--- config.mk ---
export PLATFORM = sky130hd
export DESIGN_NAME = pack_line_sequencer
export DESIGN_NICKNAME = d
export VERILOG_FILES = /design/src/rtl/pack_line_sequencer.sv
export SDC_FILE = /design/constraint.sdc
export NUM_CORES = 1
export LEC_CHECK = 0
export CAP_MARGIN = 40
export CELL_PAD_IN_SITES_DETAIL_PLACEMENT = 0
export CELL_PAD_IN_SITES_GLOBAL_PLACEMENT = 2
export CORE_MARGIN = 10
export CORE_UTILIZATION = 30
export DETAILED_ROUTE_END_ITERATION = 10
export GPL_TIMING_DRIVEN = 0
export PLACE_DENSITY_LB_ADDON = 0.1
export SYNTH_ARGS = -nofsm -noshare
export SYNTH_HDL_FRONTEND = slang
export SYNTH_SLANG_ARGS = --single-unit
--- constraint.sdc ---
create_clock -name clock -period 3.6 [get_ports clock]
set_input_delay 0.36 -clock clock [delete_from_list [all_inputs] [get_ports clock]]
set_output_delay 0.36 -clock clock [all_outputs]
set_load 0.03 [all_outputs]
--- src/rtl/pack_line_sequencer.sv ---
// pack_line_sequencer: frame/line sequencer for the VDMA write-channel
// pixel packer. It waits for a frame sync and posts one write command per
// line (start address, OSIZE word count). Pixels are then forwarded to the
// packer with align/last strobes. The pixel source is stalled while a line
// command is outstanding.
//
// Optional feature: define SEQ_WORD_CHECK_EN to count packer output words
// per line and flag a mismatch against cmd_words on err_words. Without the
// macro, err_words is tied low.
//
// Handshakes: a pixel transfers on a clock edge where i_valid && i_ready.
// A command transfers on a clock edge where cmd_valid && cmd_ready. While
// cmd_valid is high its fields are held stable. Both ready/valid sides are
// registered outputs of this block.
module pack_line_sequencer #(
    parameter int ISIZE = 24,
    parameter int OSIZE = 256,
    parameter int HBITS = 12,
    parameter int VBITS = 12,
    parameter int AW    = 32
) (
    input  logic             clock,
    input  logic             rst,
    input  logic             enable,
    input  logic [HBITS-1:0] cfg_hactive,
    input  logic [VBITS-1:0] cfg_vactive,
    input  logic [AW-1:0]    cfg_base,
    input  logic [AW-1:0]    cfg_stride,
    input  logic             i_fsync,
    input  logic             i_valid,
    input  logic [ISIZE-1:0] i_data,
    output logic             i_ready,
    output logic             pk_wr_en,
    output logic [ISIZE-1:0] pk_data,
    output logic             pk_align,
    output logic             pk_last,
    input  logic             pk_owr_en,
    output logic             cmd_valid,
    input  logic             cmd_ready,
    output logic [AW-1:0]    cmd_addr,
    output logic [HBITS-1:0] cmd_words,
    output logic             busy,
    output logic             frame_done,
    output logic             err_sync,
    output logic             err_words,
    output logic [2:0]       o_dbg_state
);

    localparam logic [2:0] S_IDLE    = 3'd0;
    localparam logic [2:0] S_WAIT_FS = 3'd1;
    localparam logic [2:0] S_ALIGN   = 3'd2;
    localparam logic [2:0] S_CMD     = 3'd3;
    localparam logic [2:0] S_LINE    = 3'd4;
    localparam logic [2:0] S_DONE    = 3'd5;

    // Product width is sized so hactive*ISIZE + OSIZE-1 never overflows.
    localparam int OSH = $clog2(OSIZE);
    localparam int PW  = HBITS + $clog2(ISIZE) + OSH + 1;

    localparam logic [HBITS-1:0] PIX_ONE  = 1;
    localparam logic [VBITS:0]   LINE_ONE = 1;

    logic [2:0]       r_state;
    logic [HBITS-1:0] r_hactive;
    logic [VBITS-1:0] r_vactive;
    logic [AW-1:0]    r_base;
    logic [AW-1:0]    r_stride;
    logic [VBITS:0]   r_line_cnt;
    logic [HBITS-1:0] r_pix_cnt;
    logic             r_i_ready;
    logic             r_pk_wr_en;
    logic [ISIZE-1:0] r_pk_data;
    logic             r_pk_align;
    logic             r_pk_last;
    logic             r_cmd_valid;
    logic [AW-1:0]    r_cmd_addr;
    logic [HBITS-1:0] r_cmd_words;
    logic             r_busy;
    logic             r_frame_done;
    logic             r_err_sync;

    logic [2:0]       w_next_state;
    logic             w_accept;
    logic             w_pix_last;
    logic [VBITS:0]   w_line_next;
    logic             w_frame_last;
    logic [PW-1:0]    w_bits;
    logic [HBITS-1:0] w_words;

    // i_ready is only high in LINE, so this is a LINE-state acceptance.
    assign w_accept     = i_valid && r_i_ready;
    assign w_pix_last   = (r_pix_cnt == (r_hactive - PIX_ONE));
    // Line counter carries one extra bit so the compare never wraps.
    assign w_line_next  = r_line_cnt + LINE_ONE;
    assign w_frame_last = (w_line_next == {1'b0, r_vactive});
    assign w_bits       = PW'(r_hactive) * PW'(ISIZE) + PW'(OSIZE - 1);
    assign w_words      = HBITS'(w_bits >> OSH);

    // Next-state decode of the frame/line sequencer.
    always_comb begin
        w_next_state = r_state;
        case (r_state)
            S_IDLE:    if (enable) w_next_state = S_WAIT_FS;
            S_WAIT_FS: begin
                if (!enable)      w_next_state = S_IDLE;
                else if (i_fsync) w_next_state = S_ALIGN;
            end
            S_ALIGN:   w_next_state = S_CMD;
            S_CMD:     if (cmd_ready) w_next_state = S_LINE;
            S_LINE:    if (w_accept && w_pix_last)
                           w_next_state = w_frame_last ? S_DONE : S_CMD;
            S_DONE:    w_next_state = enable ? S_WAIT_FS : S_IDLE;
            default:   w_next_state = S_IDLE;
        endcase
    end

    // State, registered outputs derived from next state, config and counters.
    always_ff @(posedge clock) begin
        if (rst) begin
            r_state      <= S_IDLE;
            r_hactive    <= '0;
            r_vactive    <= '0;
            r_base       <= '0;
            r_stride     <= '0;
            r_line_cnt   <= '0;
            r_pix_cnt    <= '0;
            r_i_ready    <= 1'b0;
            r_pk_wr_en   <= 1'b0;
            r_pk_data    <= '0;
            r_pk_align   <= 1'b0;
            r_pk_last    <= 1'b0;
            r_cmd_valid  <= 1'b0;
            r_cmd_addr   <= '0;
            r_cmd_words  <= '0;
            r_busy       <= 1'b0;
            r_frame_done <= 1'b0;
            r_err_sync   <= 1'b0;
        end else begin
            r_state      <= w_next_state;
            r_busy       <= (w_next_state != S_IDLE) && (w_next_state != S_WAIT_FS);
            r_i_ready    <= (w_next_state == S_LINE);
            r_cmd_valid  <= (w_next_state == S_CMD);
            r_frame_done <= (w_next_state == S_DONE);
            r_pk_align   <= (r_state == S_WAIT_FS) && (w_next_state == S_ALIGN);
            r_pk_wr_en   <= w_accept;
            r_pk_last    <= w_accept && w_pix_last;
            if (w_accept) r_pk_data <= i_data;

            // Geometry is sampled every WAIT_FS cycle, including the fsync cycle.
            if (r_state == S_WAIT_FS) begin
                r_hactive <= cfg_hactive;
                r_vactive <= cfg_vactive;
                r_base    <= cfg_base;
                r_stride  <= cfg_stride;
            end

            if (r_state == S_ALIGN) begin
                r_line_cnt  <= '0;
                r_cmd_addr  <= r_base;
                r_cmd_words <= w_words;
            end

            if ((r_state == S_CMD) && cmd_ready) r_pix_cnt <= '0;

            if (w_accept) begin
                if (w_pix_last) begin
                    r_pix_cnt  <= '0;
                    r_cmd_addr <= r_cmd_addr + r_stride;
                    r_line_cnt <= w_line_next;
                end else begin
                    r_pix_cnt <= r_pix_cnt + PIX_ONE;
                end
            end

            if (i_fsync && r_busy) r_err_sync <= 1'b1;
        end
    end

    assign i_ready     = r_i_ready;
    assign pk_wr_en    = r_pk_wr_en;
    assign pk_data     = r_pk_data;
    assign pk_align    = r_pk_align;
    assign pk_last     = r_pk_last;
    assign cmd_valid   = r_cmd_valid;
    assign cmd_addr    = r_cmd_addr;
    assign cmd_words   = r_cmd_words;
    assign busy        = r_busy;
    assign frame_done  = r_frame_done;
    assign err_sync    = r_err_sync;
    assign o_dbg_state = r_state;

`ifdef SEQ_WORD_CHECK_EN
    logic [HBITS-1:0] r_wc_cnt;
    logic [1:0]       r_wc_win;
    logic             r_err_words;
    logic [HBITS-1:0] w_wc_inc;

    assign w_wc_inc = r_wc_cnt + (pk_owr_en ? PIX_ONE : '0);

    // After pk_last a window of up to 3 cycles waits for the packer's
    // closing word. The line is closed by that word, by window expiry, or
    // by the next line's pk_last arriving early.
    always_ff @(posedge clock) begin
        if (rst) begin
            r_wc_cnt    <= '0;
            r_wc_win    <= '0;
            r_err_words <= 1'b0;
        end else if ((r_wc_win != 2'd0) && r_pk_last) begin
            if (r_wc_cnt != r_cmd_words) r_err_words <= 1'b1;
            r_wc_cnt <= pk_owr_en ? PIX_ONE : '0;
            r_wc_win <= 2'd3;
        end else if ((r_wc_win != 2'd0) && pk_owr_en) begin
            if (w_wc_inc != r_cmd_words) r_err_words <= 1'b1;
            r_wc_cnt <= '0;
            r_wc_win <= 2'd0;
        end else if (r_wc_win == 2'd1) begin
            if (r_wc_cnt != r_cmd_words) r_err_words <= 1'b1;
            r_wc_cnt <= '0;
            r_wc_win <= 2'd0;
        end else begin
            r_wc_cnt <= (r_state == S_ALIGN) ? '0 : w_wc_inc;
            if (r_pk_last)              r_wc_win <= 2'd3;
            else if (r_wc_win != 2'd0)  r_wc_win <= r_wc_win - 2'd1;
        end
    end

    assign err_words = r_err_words;
`else
    logic w_unused_owr;
    assign w_unused_owr = pk_owr_en;
    assign err_words    = 1'b0;
`endif

endmodule

# Word level (Yosys, flattened, before mapping)
# Index checks and enable logic that the tools add are counted.
dict set report op_classes {
  shifts 0
  n_mux 17
  n_lt_le_gt_ge 0
  reduce_logical 9
  div_mod_pow 0
  bitwise 0
  eq_ne 12
  add_sub_neg 5
  n_mul 1
}
# op count
set op_table {}
lappend op_table {{2-to-1 mux 32 bit} 3}
lappend op_table {{2-to-1 mux 13 bit} 3}
lappend op_table {{2-to-1 mux 12 bit} 3}
lappend op_table {{adder 32 bit} 1}
lappend op_table {{adder 17 x 8 -> 18 bit, second input constant} 1}
lappend op_table {{2-to-1 mux 3 bit} 6}
lappend op_table {{one-hot mux 3 bit (6 select lines)} 1}
lappend op_table {{multiplier 12 x 2 -> 14 bit, second input constant} 1}
lappend op_table {{adder 13 x 1 -> 13 bit, second input constant} 1}
lappend op_table {{equality test 13 x 12 -> 1 bit} 1}
lappend op_table {{adder 12 x 1 -> 12 bit, second input constant} 1}
lappend op_table {{equality test 12 bit} 1}
lappend op_table {{equality test 3 x 2 -> 1 bit, second input constant} 4}
lappend op_table {{equality test 3 bit, second input constant} 4}
lappend op_table {{subtractor 12 x 1 -> 12 bit, second input constant} 1}
lappend op_table {{logical AND 1 bit} 6}
lappend op_table {{equality test 3 x 1 -> 1 bit, second input constant} 1}
lappend op_table {{logical NOT 3 bit} 1}
lappend op_table {{inequality test 3 x 1 -> 1 bit, second input constant} 1}
lappend op_table {{nonzero test 3 bit} 1}
lappend op_table {{nonzero test 2 bit} 1}
lappend op_table {{2-to-1 mux 1 bit} 1}
dict set report totals {
  wordCells 62
  out_inout_bits 80
  rom_bits 0
  mem_bits_rw 0
  register_bits 192
  mem_count 0
  latchBits 0
}

# Depth between registers and ports, before layout
# Gate-level depths: netlist (run 1).
dict set report depth {
  ltp_word 7
  mapped_depth 13
  depth_no_buf 13
}

# Worst setup path after synthesis (run 1)
# No wires, ideal clock.
dict set report synth_path {
  path_type {register to register}
  from {register r_hactive[0]}
  to {register r_cmd_words[7], in the netlist cmd_words[7]}
  slack_ps 730
  t_arrival_ps 2784
  path_stages_with_launch 13
  n_path_buf 0
  cell_sequence {dfxtp_1 > ha_1 > fa_1 > a211oi_1 > o21bai_1 > a21oi_1 > xnor2_1 > nor3b_2 > nand3b_1 > or2_1 > nand2b_1 > xnor2_1 > a211oi_1}
}
dict set report synth_via {
  elab_chain_len 2
}
# element line_no
set synth_rtl {}
lappend synth_rtl {{from (decl)} 64} ;# logic [HBITS-1:0] r_hactive;
lappend synth_rtl {{from (signal assigned)} 151} ;# r_hactive <= cfg_hactive;
lappend synth_rtl {{multiplier 12 x 2 -> 14 bit} 96} ;# assign w_bits = PW'(r_hactive) * PW'(ISIZE) + PW'(OSIZE - 1);
lappend synth_rtl {{adder 17 x 8 -> 18 bit} 96}
lappend synth_rtl {{to (signal assigned)} 160} ;# r_cmd_words <= w_words;
lappend synth_rtl {{to (decl)} 77} ;# logic [HBITS-1:0] r_cmd_words;
# Every way passes these cells.
# A chain may end at the register's enable or synchronous reset.

# Final worst setup path (run 1)
dict set report layout_path {
  from {register r_hactive[0]}
  to {register r_line_cnt[5]}
}
dict set report layout_via {
  elab_chain_len 4
}
# element line_no
set layout_rtl {}
lappend layout_rtl {{subtractor 12 x 1 -> 12 bit} 92} ;# assign w_pix_last = (r_pix_cnt == (r_hactive - PIX_ONE));
lappend layout_rtl {{equality test 12 bit} 92}
lappend layout_rtl {{2-to-1 mux 13 bit} 166} ;# if (w_pix_last) begin
lappend layout_rtl {{2-to-1 mux 13 bit} 165} ;# if (w_accept) begin
lappend layout_rtl {{to (signal assigned)} 169} ;# r_line_cnt <= w_line_next;
lappend layout_rtl {{to (decl)} 68} ;# logic [VBITS:0] r_line_cnt;
# Every way passes these cells.

==> results.md, run 1 <==
* Status: finished clean
* Commonest register cell after synthesis: dfxtp_1
* Longest Clk Path Bufs at 2
* Initial antenna violation count at 0
* Leakage at 5.044 nW
* Largest fanout on the critical path at 9
* Fin. max-slew vios at 0
* Delay-heaviest family, CP: simple AND/OR/NAND/NOR gates
* Worst path buffer plus inverter count at 2
* DRT iter0 DRCs at 451
* Sequential-to-total area share from yosys stat at 37.68%
* CTS root buffer: clkbuf_16
* Total grt overflow at 0
* Max Clock Skew at 0.01584 ns
* Total CTS buffers at 17
* Mapped Cells at 1268
* Vias/cell at 4.863
* WL met1 at 16.96 mm
* CORE AREA at 33360 um2
* Htree depth at 4
* Min Hold Slack at 0.3964 ns
* Max VDD drop at 320.8 uV
* Final hold violation count at 0
* Ant diodes at 0
* Synth Warn # at 0
* Power per Cell Area at 366.7 nW/um2
* Register clock-pin slew on the reported worst setup and hold paths at 0.08 ns
* First-pass GRT wire length at 55.72 mm
* CP max stage delay at 0.48 ns
* Count of cell types in the netlist at 68
* CTS tree: done
* Starting density of the core at 30.26%
* Crit path capture type: flop
* Layout area overhead at 31.16%
* Slowest cell on the critical path: dfxtp_1
* Most frequent cells in the layout: nand2_1 (282), clkdlybuf4s50_1 (193), dfxtp_1 (190)
* EDFF count, synth at 0
* Max Cap Viol at 0
* FP Rows at 67
* Synth Area per Inst at 7.962 um2
* Post-synth ARST share at 0%
* Final period utilization at 91.59%
* Post-layout nets at 1666
* Req. time, crit path at 3.91 ns
* Remaining DRCs at 0
* CTS Hold Buffers Added at 0
* Metal3 WL at 1.685 mm
* Pre-antenna DRT Iters at 7
* Max Freq at 0.3033 GHz
* Port Buf Inserts at 193
* Via count at 9469
* Largest net degree at the start of global routing at 19
* WP data arrival at 3.61 ns
* Ratio of cells with drive above 1 in the final layout at 4.536%
* Fin util at 39.69%
* CP Launch Type: flop
* Routed Antenna Nets at 0
* Die area at 41390 um2
* Setup violations, final at 0
* Min Tclk post-route at 3.297 ns
* Most common cell after layout, fill and taps aside: nand2_1
* Final setup TNS at 0 ns
* Die H at 203.4 um
* Worst path cell trace: inv_1, ha_1, xnor2_1, a211o_1, nor4_4, nand3_1, and4b_1, nand2_2, nand2b_1, buf_4, nor2_1, o21ai_0, o31ai_1
* Actual slew at the worst max-slew pin at 0.8482 ns
* CTS Sinks at 190
* Post-Route WL at 35.99 mm
* Critical path class: reg -> reg
* Number of global-route vias before repair at 9669
* IO Count at 199
* Slew HR at 43.25%
* RSZ-0062 raised after global routing: false
* Hpwl dp at 27.83 mm
* Gr usage total at 17.15%
* Met2 wire length at 16.90 mm
* Die X at 203.4 um
* Wirelength per Cell at 18.49 um
* Mapped Area at 10100 um2
* Synth Register Bits at 190
* Hold Crit Class: in -> reg
* Routability cong. at 0.8507
* Max Used Layer: met4
* Worst-skew pair later-pin latency at 0.45 ns
-- layer usage --
layer / vias up / GRT usage, %
li1: 4828 / -
met1: 4449 / 21.74
met2: 170 / 28.73
met3: 22 / 4.062
met4: 0 / 4.157
met5: - / 0
-- metrics by stage --
stage	total power, mW	setup slack, ns	instance area, um2	cells
6_report	4.856	0.3028	13240	1947
5_1_grt	5.094	0.02280	13240	1947
4_1_cts	4.942	0.2357	13240	1947
3_5_place_dp	2.928	0.2507	12640	1915
3_3_place_gp	2.921	0.2730	12600	1911
2_1_floorplan	2.623	0.7302	10100	1270
-- worst min-delay path, delay by kind of cell --
| kind | cells | cell delay [ns] |
|---|---|---|
| buffers and inverters | 2 | 0.26 |
| and+or+nand+nor | 1 | 0.18 |
-- state kept, by name, indices dropped and copies added (netlist names), 12 cells and up --
register,cells
r_line_cnt,13
r_vactive,12
cmd_addr,32
r_pix_cnt,12
r_hactive,12
pk_data,24
r_stride,32
r_base,32
-- cell families after synthesis --
kind of cell	count (synthesis)	synth area share [%]
and+or+nand+nor	480	21.38
AOI/OAI and AO/OA	344	20.42
DFF	190	37.68
buffers and inverters	90	3.706
xor gates and xnor gates	84	7.287
adders and majority gates	61	7.709
muxes	18	1.785
other	1	0.03714
-- cells in the mapped netlist, drive strengths merged, types with 3 or more instances --
master,number,area (um2)
a211o,6,52.55
a211oi,29,242.7
a21boi,3,22.52
a21o,18,135.1
a21oi,175,875.8
a311oi,3,26.28
a31o,3,26.28
a31oi,7,43.79
and2,17,106.4
and3,16,100.1
and4,3,26.28
buf,15,92.59
clkbuf,53,198.9
dfxtp,190,3804
ha,59,738.2
inv,22,82.58
mux2i,18,180.2
nand2,283,1065
nand2b,10,62.56
nand3,33,165.2
nand3b,5,37.54
nand4,8,65.06
nor2,65,260.3
nor2b,6,37.54
nor3,14,75.07
nor4,4,40.04
o21a,3,22.52
o21ai,51,255.3
o21bai,6,45.04
o22ai,15,93.84
o31ai,7,52.55
or2,6,37.53
or3,5,31.28
xnor2,52,455.4
xor2,32,280.3
-- report_power, final --
group	switching [mW]	internal, mW
Combinational	0.365	0.292
Sequential	0.0533	2.16
Clock	0.936	1.05
Total	1.35	3.50
-- final cells by class --
class,instances,area [um2]
Sequential cell,190,3804
Fill cell,3550,20120
Tap cell,448,560.5
Timing Repair Buffer,197,1973
Clock buffer,17,425.4
Buffer,68,291.5
Clock inverter,15,172.7
Inverter,22,82.58
Multi-Input combinational cell,990,5932
-- final timing paths --
| check | startpoint | depth (start not counted) | endpoint | slack (ns) |
|---|---|---|---|---|
| max reg2reg | r_hactive[0] | 13 | r_line_cnt[5] | 0.30 |
| min reg2reg | pk_data[7] | 2 | pk_data[7] | 0.45 |
| max | r_hactive[0] | 13 | r_line_cnt[5] | 0.30 |
| min | rst | 3 | o_dbg_state[0] | 0.40 |
-- repair_timing --
| action | 4_1_cts | 5_1_grt |
|---|---|---|
| setup endpoints to repair | 0 | 1 |
| gates resized for setup | 0 | 1 |
| buffers inserted | 0 | 0 |
(Power assumes the default switching activity.)
==> run 2: changes to the inputs <==
--- a/config.mk
+++ b/config.mk
@@ -13,6 +13,7 @@
 export DETAILED_ROUTE_END_ITERATION = 10
 export GPL_TIMING_DRIVEN = 0
 export PLACE_DENSITY_LB_ADDON = 0.1
+export SLEW_MARGIN = 15
 export SYNTH_ARGS = -nofsm -noshare
 export SYNTH_HDL_FRONTEND = slang
 export SYNTH_SLANG_ARGS = --single-unit
==> results.md, run 2 (synthesis gave the netlist of run 1 again) <==
* Worst path cell trace: inv_1, ha_1, xnor2_1, a211o_1, nor4_4, nand3_1, and4b_1, nand2_2, nand2b_1, buf_4, nor2_1, o21ai_0, o31ai_1
* Slowest cell on the critical path: dfxtp_1
* Setup violations, final at 0
* Routability cong. at 0.8507
* Req. time, crit path at 3.92 ns
* Number of global-route vias before repair at 9619
* Pre-CTS setup slack at 0.2525 ns
* Actual slew at the worst max-slew pin at 0.8651 ns
* Final setup TNS at 0 ns
* Total grt overflow at 0
* Port Buf Inserts at 193
* Max Freq at 0.3059 GHz
* Largest net degree at the start of global routing at 19
* Most frequent cells in the layout: nand2_1 (282), clkdlybuf4s50_1 (193), dfxtp_1 (190)
* Largest fanout on the critical path at 9
* First-pass GRT wire length at 55.92 mm
* Max Clock Skew at 0.01569 ns
* CP Launch Type: flop
* IO Count at 199
* Post-CTS Setup Repair Bufs at 0
* Total CTS buffers at 17
* CTS Sinks at 190
* Most common cell after layout, fill and taps aside: nand2_1
* Tot Pwr at 4.936 mW
* Max VDD drop at 353.5 uV
* FF/Latch Area at 3804 um2
* Starting density of the core at 30.26%
* Post-layout nets at 1667
* Final instance area at 13280 um2
* Register clock-pin slew on the reported worst setup and hold paths at 0.08 ns
* Final period utilization at 90.80%
* Wirelength per Cell at 18.51 um
* CTS Hold Buffers Added at 0
* Layout area overhead at 31.50%
* Longest Clk Path Bufs at 2
* Cell area after placement at 12640 um2
* Hpwl dp at 27.91 mm
* Status: finished clean
* Ant diodes at 0
* Number of fill cells at 3592
* CP max stage delay at 0.47 ns
* Post_cts resized at 0
* Crit path capture type: flop
* Fin. max-slew vios at 0
* CORE AREA at 33360 um2
* Area of the multi-input gates at 5932 um2
* Remaining DRCs at 0
* Min Hold Slack at 0.3781 ns
* Slew HR at 42.12%
* Initial antenna violation count at 0
* CTS root buffer: clkbuf_16
* WP data arrival at 3.58 ns
* Hold Crit Class: in -> reg
* FP Rows at 67
* Pre-antenna DRT Iters at 5
* Fin worst setup slack at 0.3314 ns
* DRT iter0 DRCs at 513
* Htree depth at 4
* Max Cap Viol at 0
* Post-Route WL at 36.05 mm
* Leakage at 5.062 nW
* Worst-skew pair later-pin latency at 0.45 ns
* Final hold violation count at 0
* Die H at 203.4 um
* Gr usage total at 17.29%
* Die area at 41390 um2
* Critical path class: reg -> reg
* RSZ-0062 raised after global routing: false
* Die X at 203.4 um
* CTS tree: done
* Ratio of cells with drive above 1 in the final layout at 4.600%
* Vias/cell at 4.870
* Routed Antenna Nets at 0
* Via count at 9487
* Min Tclk post-route at 3.269 ns
* Power per Cell Area at 371.8 nW/um2
[run 2: cell count changes in the layout (fill, tap and decap cells not counted), sizes merged]
cell / delta
buf: +1
clkinv: -1
bufinv: +1
[run 2: power breakdown]
| part | leakage, nW | switching [mW] | internal (mW) | total (mW) |
|---|---|---|---|---|
| Clock | 0.301 | 0.941 | 1.12 | 2.06 |
| Sequential | 1.54 | 0.0531 | 2.16 | 2.21 |
| Combinational | 3.22 | 0.368 | 0.293 | 0.661 |
| Total | 5.06 | 1.36 | 3.57 | 4.94 |
[run 2: final timing paths]
| path | from | cells past startpoint | slack [ns] | end |
|---|---|---|---|---|
| setup / recovery | r_hactive[1] | 13 | 0.33 | r_line_cnt[5] |
| hold / removal | rst | 3 | 0.38 | o_dbg_state[0] |
| setup reg to reg | r_hactive[1] | 13 | 0.33 | r_line_cnt[5] |
| hold reg to reg | r_base[1] | 2 | 0.45 | r_base[1] |
[run 2: area by class of cell]
type	instances	share of cell area, %
plain buffers	68	2.196
clock buffers	17	3.204
clock inverters	15	1.480
inverters	22	0.6220
multi-input cells	990	44.68
flip-flops and latches	190	28.65
well taps	448	4.222
repair buffers	198	14.95
[run 2: per-stage QoR]
| step | instances | util, % |
|---|---|---|
| final | 1948 | 39.79 |
| after global routing | 1948 | 39.79 |
| after CTS | 1947 | 39.74 |
| after detailed placement | 1915 | 37.88 |
| after global placement | 1911 | 37.75 |
| after floorplan | 1270 | - |
[run 2: worst max-delay path: cells and delay by family, from the launching register on]
kind	cells	cell delay (ns)
AO/OA/AOI/OAI	3	0.62
XOR/XNOR	1	0.13
adder cells (fa/ha/maj)	1	0.32
buffers and inverters	2	0.32
flip-flops	1	0.47
AND/OR/NAND/NOR	6	1.27
[run 2: layer usage]
metal | GRT usage (%) | part of all wire (%) | vias up
li1 | - | - | 4827
met1 | 21.86 | 47 | 4445
met2 | 29.01 | 47 | 193
met3 | 4.157 | 4.8 | 22
met4 | 4.157 | 1.1 | 0
met5 | 0 | 0 | -
